$ cat src/rtl/i2c_slave.sv
// I2C target: oversampled SCL/SDA, 7-bit address match, 8-bit auto-incrementing
// sub-address, byte-wide register write/read port, open-drain SDA pad split.
module i2c_slave #(
    parameter logic [6:0] SLAVE_ADDR = 7'b1101000
) (
    input  logic       clk,
    input  logic       reset,
    input  logic       i2c_scl,
    input  logic       i2c_sda_in,
    output logic       i2c_sda_out,
    output logic       i2c_sda_out_mode,
    output logic [7:0] reg_addr,
    output logic [7:0] reg_wdata,
    output logic       reg_we,
    input  logic [7:0] reg_rdata,
    output logic       busy,
    output logic       done
);

    typedef enum logic [3:0] {
        S_IDLE,
        S_ADDR,
        S_ADDR_ACK,
        S_SUB,
        S_SUB_ACK,
        S_WDATA,
        S_WDATA_ACK,
        S_RDATA,
        S_RDATA_ACK,
        S_IGNORE
    } state_t;

    state_t     state_q, state_d;
    logic [2:0] scl_sync_q, scl_sync_d;
    logic [2:0] sda_sync_q, sda_sync_d;
    logic [3:0] bit_cnt_q, bit_cnt_d;
    logic [7:0] shift_q, shift_d;
    logic       rw_q, rw_d;
    logic       sda_oe_q, sda_oe_d;
    logic [7:0] reg_addr_q, reg_addr_d;
    logic [7:0] reg_wdata_q, reg_wdata_d;
    logic       reg_we_q, reg_we_d;
    logic       wr_pend_q, wr_pend_d;
    logic       busy_q, busy_d;
    logic       done_q, done_d;

    logic scl_s2, scl_s3, sda_s2, sda_s3;
    logic scl_rise, scl_fall, bus_start, bus_stop;

    // Stage 1 and 2 synchronise; stage 3 is the previous value for edge detection.
    assign scl_s2    = scl_sync_q[1];
    assign scl_s3    = scl_sync_q[2];
    assign sda_s2    = sda_sync_q[1];
    assign sda_s3    = sda_sync_q[2];
    assign scl_rise  = scl_s2 & ~scl_s3;
    assign scl_fall  = ~scl_s2 & scl_s3;
    assign bus_start = scl_s2 & scl_s3 & ~sda_s2 & sda_s3;
    assign bus_stop  = scl_s2 & scl_s3 & sda_s2 & ~sda_s3;

    always_ff @(posedge clk or negedge reset) begin
        if (!reset) begin
            state_q     <= S_IDLE;
            scl_sync_q  <= '1;
            sda_sync_q  <= '1;
            bit_cnt_q   <= '0;
            shift_q     <= '0;
            rw_q        <= 1'b0;
            sda_oe_q    <= 1'b0;
            reg_addr_q  <= '0;
            reg_wdata_q <= '0;
            reg_we_q    <= 1'b0;
            wr_pend_q   <= 1'b0;
            busy_q      <= 1'b0;
            done_q      <= 1'b0;
        end else begin
            state_q     <= state_d;
            scl_sync_q  <= scl_sync_d;
            sda_sync_q  <= sda_sync_d;
            bit_cnt_q   <= bit_cnt_d;
            shift_q     <= shift_d;
            rw_q        <= rw_d;
            sda_oe_q    <= sda_oe_d;
            reg_addr_q  <= reg_addr_d;
            reg_wdata_q <= reg_wdata_d;
            reg_we_q    <= reg_we_d;
            wr_pend_q   <= wr_pend_d;
            busy_q      <= busy_d;
            done_q      <= done_d;
        end
    end

    always_comb begin
        state_d     = state_q;
        scl_sync_d  = {scl_sync_q[1:0], i2c_scl};
        sda_sync_d  = {sda_sync_q[1:0], i2c_sda_in};
        bit_cnt_d   = bit_cnt_q;
        shift_d     = shift_q;
        rw_d        = rw_q;
        sda_oe_d    = sda_oe_q;
        reg_addr_d  = reg_addr_q;
        reg_wdata_d = reg_wdata_q;
        reg_we_d    = 1'b0;
        wr_pend_d   = 1'b0;
        busy_d      = busy_q;
        done_d      = 1'b0;

        // Write strobe trails the 8th rise by one clk; the pointer bumps one clk later.
        if (wr_pend_q) begin
            reg_we_d    = 1'b1;
            reg_wdata_d = shift_q;
        end
        if (reg_we_q) begin
            reg_addr_d = reg_addr_q + 8'd1;
        end

        if (bus_start) begin
            state_d   = S_ADDR;
            bit_cnt_d = '0;
            sda_oe_d  = 1'b0;
        end else if (bus_stop) begin
            state_d  = S_IDLE;
            sda_oe_d = 1'b0;
            done_d   = busy_q;
            busy_d   = 1'b0;
        end else begin
            case (state_q)
                S_ADDR, S_SUB, S_WDATA: begin
                    if (scl_rise && bit_cnt_q != 4'd8) begin
                        shift_d   = {shift_q[6:0], sda_s2};
                        bit_cnt_d = bit_cnt_q + 4'd1;
                        if (bit_cnt_q == 4'd7 && state_q == S_SUB) begin
                            reg_addr_d = {shift_q[6:0], sda_s2};
                        end
                        if (bit_cnt_q == 4'd7 && state_q == S_WDATA) begin
                            wr_pend_d = 1'b1;
                        end
                    end else if (scl_fall && bit_cnt_q == 4'd8) begin
                        if (state_q == S_ADDR) begin
                            if (shift_q[7:1] == SLAVE_ADDR) begin
                                sda_oe_d = 1'b1;
                                busy_d   = 1'b1;
                                rw_d     = shift_q[0];
                                state_d  = S_ADDR_ACK;
                            end else begin
                                state_d = S_IGNORE;
                            end
                        end else begin
                            sda_oe_d = 1'b1;
                            state_d  = (state_q == S_SUB) ? S_SUB_ACK : S_WDATA_ACK;
                        end
                    end
                end
                S_ADDR_ACK, S_SUB_ACK, S_WDATA_ACK: begin
                    if (scl_fall) begin
                        sda_oe_d  = 1'b0;
                        bit_cnt_d = '0;
                        if (state_q == S_ADDR_ACK && rw_q) begin
                            shift_d  = reg_rdata;
                            sda_oe_d = ~reg_rdata[7];
                            state_d  = S_RDATA;
                        end else if (state_q == S_ADDR_ACK) begin
                            state_d = S_SUB;
                        end else begin
                            state_d = S_WDATA;
                        end
                    end
                end
                S_RDATA: begin
                    if (scl_rise && bit_cnt_q != 4'd8) begin
                        bit_cnt_d = bit_cnt_q + 4'd1;
                    end else if (scl_fall && bit_cnt_q == 4'd8) begin
                        sda_oe_d  = 1'b0;
                        bit_cnt_d = '0;
                        state_d   = S_RDATA_ACK;
                    end else if (scl_fall && bit_cnt_q != 4'd0) begin
                        shift_d  = {shift_q[6:0], 1'b0};
                        sda_oe_d = ~shift_q[6];
                    end
                end
                S_RDATA_ACK: begin
                    // bit_cnt marks that the master ACK has been sampled on this bit.
                    if (scl_rise && bit_cnt_q == 4'd0) begin
                        reg_addr_d = reg_addr_q + 8'd1;
                        if (sda_s2) begin
                            state_d = S_IGNORE;
                        end else begin
                            bit_cnt_d = 4'd1;
                        end
                    end else if (scl_fall && bit_cnt_q == 4'd1) begin
                        shift_d   = reg_rdata;
                        sda_oe_d  = ~reg_rdata[7];
                        bit_cnt_d = '0;
                        state_d   = S_RDATA;
                    end
                end
                default: begin
                    sda_oe_d = 1'b0;
                end
            endcase
        end
    end

    assign i2c_sda_out      = 1'b0;
    assign i2c_sda_out_mode = sda_oe_q;
    assign reg_addr         = reg_addr_q;
    assign reg_wdata        = reg_wdata_q;
    assign reg_we           = reg_we_q;
    assign busy             = busy_q;
    assign done             = done_q;

endmodule
$ cat config.mk
export PLATFORM = sky130hd
export DESIGN_NAME = i2c_slave
export DESIGN_NICKNAME = d
export VERILOG_FILES = /design/src/rtl/i2c_slave.sv
export SDC_FILE = /design/constraint.sdc
export NUM_CORES = 1
export LEC_CHECK = 0
export ABC_AREA = 0
export BUFFER_PORTS_ARGS = -buffer_cell sky130_fd_sc_hd__buf_2
export CAP_MARGIN = 5
export CORE_UTILIZATION = 63
export CTS_CLUSTER_SIZE = 8
export DETAILED_ROUTE_END_ITERATION = 8
export PLACE_DENSITY = 0.93
export REMOVE_ABC_BUFFERS = 1
export SYNTH_ARGS = -nofsm -noshare
export SYNTH_HDL_FRONTEND = slang
export SYNTH_SLANG_ARGS = --single-unit
$ cat constraint.sdc
create_clock -name clk -period 5.5 [get_ports clk]
set_clock_uncertainty 0.05 [all_clocks]
set_input_delay 0.275 -clock clk [delete_from_list [all_inputs] [get_ports clk]]
set_output_delay 0.275 -clock clk [all_outputs]
set_load 0.02 [all_outputs]
==> summary.txt <==
STA
  – Final hold viol count: 0
  – Endpoints failing setup: 0
  – Post-layout minimum cycle time: 2.943 ns
  – F_max: 0.3397 GHz
  – RSZ-0062 raised after global routing: false
  – Setup TNS: 0 ns
  – Tcrit/Tclk final: 0.5352
  – Final Max Slew Viols: 0
  – Worst slew margin: 0.3671
  – Worst Tran Pin Value: 0.9494 ns

Clocking
  – Post-CTS Setup Repair Bufs: 0
  – Post-CTS Hold Buffers: 0
  – Root buf cell: clkbuf_8
  – Clk slew on worst S/H paths: 0.09 ns
  – Clk Latency, worst-skew pair: 0.30 ns
  – Max clock buf depth: 2
  – CTS resizes: 0
  – CTS tree: done
  – CTS Buf Count: 5
  – H-tree Lvls: 2
  – Clk sinks: 44

Power
  – Total Power: 1528 µW
  – Power density over cell area: 504.8 mW/mm²
  – Peak VDD IR: 0.0002614 V
  – Leak: 0.001375 µW

Cells and area
  – Commonest cells after routing, fill and taps aside: dfrtp_1, buf_2, mux2_2, nor2_1, nand2_1
  – Layout Cells excl Fill: 351
  – Area grow syn2layout: 9.255%
  – Fill count: 266
  – Diode count: 0
  – Layout cells sized above 1: 0.2558
  – Commonest non-fill, non-tap cell in the layout: dfrtp_1
  – Layout Nets: 316

Global route
  – Gr ovfl total: 0
  – Largest net degree at the start of global routing: 45
  – Antenna violations before repair: 0
  – Global Route Usage Sum: 0.3388
  – Vias in the first global route: 2,331
  – First-pass GRT wire length: 11,470 µm

Route
  – Vias per inst: 7.239
  – Mean routed wirelength per cell: 19.91 µm
  – Residual DRC: 0
  – Initial detailed-routing violation count: 360
  – DR pass1 iterations: 5
  – Via count: 2,541
  – Antenna viol nets, final: 0
  – Drt total wl: 6988 µm

Floorplanning
  – Initial core utilization: 0.6735
  – Top-Level Pins: 33
  – Row count: 23
  – Die Wd: 68.33 µm
  – DIE HEIGHT: 68.33 µm
  – Die area: 0.004668 mm²
  – Core area: 0.004115 mm²

Placement
  – HPWL after DPL: 4822 µm
  – Placer Congestion: 0.9499
  – I/O Buffers: 31
  – Inst Count DP: 343

Logic synthesis
  – Post-synth top area cell: dfrtp_1
  – Ys async rst share: 1.000
  – Area fraction of the dominant cell type after synthesis: 0.3431
  – Sequential cell area fraction in the yosys report: 0.4000
  – Most used DFF post-synth: dfrtp_1
  – Synth Instances: 278
  – Synth cell types: 67
  – Synth Warn #: 0
  – EDFF count, synth: 0
  – Syn avg cell area: 9.969 µm²
  – Synth area leaders: dfrtp_1, mux2_2, dfstp_2, nor2_1, nand2_1
  – Area of the mapped netlist: 0.002771 mm²
  – #FFs+latches synth: 44

Worst setup path
  – Type of origin of the critical path: flip-flop
  – CP required: 5.63 ns
  – CP arrival: 3.08 ns
  – Setup CP Type: reg2reg
  – CP Capture Type: flip-flop
  – Worst Path Max Fanout: 25

Job
  – # Max-Cap Violations: 0

Hold path
  – Hold Path Class: in2reg

Run status
  – Status: completed
synthesized netlist by cell type (2+ instances only):
cell and n:
a211o_1 2, a211oi_1 6, a21oi_1 9, a2bb2oi_1 2
a311oi_1 5, a31o_2 2, a31oi_1 4, and2_1 5
and3_1 5, and3b_1 3, and4_1 3, and4b_1 2
buf_1 2, buf_2 6, clkbuf_1 8, dfrtp_1 38
dfstp_2 6, ha_1 4, inv_1 9, mux2_2 24
nand2_1 14, nand2b_1 4, nand3_1 6, nand3b_1 3
nand4_1 5, nand4b_1 3, nor2_1 17, nor2b_1 4
nor3_1 8, nor3b_1 4, nor4_1 6, nor4b_1 3
o211a_1 2, o211ai_1 4, o21ai_0 7, o22ai_1 2
o31a_1 3, o31ai_1 6, o32ai_1 2, or3b_2 2
xor2_1 2
cell families after synthesis:
family | share of synthesized area
multiplexers | 0.09752
XOR/XNOR | 0.009483
adder cells (fa/ha/maj) | 0.02167
AO/OA/AOI/OAI | 0.2027
other | 0.001353
flip-flops | 0.4000
AND/OR/NAND/NOR | 0.2280
buffers and inverters | 0.03928
area by class of cell:
class | instances | area (µm²) | share of cell area
multi-input cells | 208 | 1554 | 0.5132
flip-flops and latches | 44 | 1109 | 0.3661
repair buffers | 32 | 162.7 | 0.05372
clock buffers | 7 | 76.32 | 0.02521
well taps | 50 | 62.56 | 0.02066
inverters | 9 | 33.78 | 0.01116
clock inverters | 1 | 30.03 | 0.009917
stage by stage:
stage	worst slack, ns	hold WS [ns]	utilization	area (µm²)
after global placement	2.714	0.2961	0.7099	2922
after CTS	2.598	0.01683	0.7358	3028
after detailed placement	2.628	0.2991	0.7099	2922
after floorplan	2.987	-0.07059	-	2696
after global routing	2.454	0.01220	0.7358	3028
final	2.557	0.01510	0.7358	3028
worst paths after layout:
| kind | endpoint | depth (start not counted) | startpoint | slack, ns |
|---|---|---|---|---|
| setup / recovery | shift_q[2]$_DFFE_PN0P_ | 5 | state_q[3]$_DFFE_PN0P_ | 2.56 |
| hold / removal | sda_sync_q[0]$_DFF_PN1_ | 1 | i2c_sda_in | 0.02 |
| setup reg to reg | shift_q[2]$_DFFE_PN0P_ | 5 | state_q[3]$_DFFE_PN0P_ | 2.56 |
| hold reg to reg | sda_sync_q[1]$_DFF_PN1_ | 0 | sda_sync_q[0]$_DFF_PN1_ | 0.32 |
| max in group asynchronous | state_q[1]$_DFFE_PN0P_ | 1 | reset | 4.74 |
| min in group asynchronous | bit_cnt_q[3]$_DFFE_PN0P_ | 1 | reset | 0.06 |
power breakdown:
part / leakage [µW] / internal (µW) / total [µW] / switching, µW
sequential: 0.000566 / 397 / 564 / 167
clock: 0.0000524 / 136 / 247 / 111
combinational: 0.000757 / 338 / 717 / 379
total: 0.00137 / 871 / 1530 / 657
worst max-delay path, cell delays in order, from the launching register on:
cell and delay (ns):
dfrtp_1 0.85, or4b_1 0.65, o311ai_4 0.14, nand3b_2 0.13, nor4b_4 0.58, mux2_2 0.42
per-layer routing:
layer | share of wire | track usage | up-vias
met2 | 0.48 | 0.5184 | 148
met3 | 0.085 | 0.07500 | 27
met1 | 0.41 | 0.4555 | 1244
met4 | 0.029 | 0.1563 | 0
met5 | 0 | 0 | -
li1 | - | - | 1122
registers in the layout, summed over array words and instances (netlist names), 3 cells and up:
| signal | cells |
|---|---|
| scl_sync_q | 3 |
| reg_wdata | 8 |
| state_q | 4 |
| reg_addr | 8 |
| shift_q | 8 |
| sda_sync_q | 3 |
| bit_cnt_q | 4 |
Note: power is estimated with default switching activity, not from simulation.
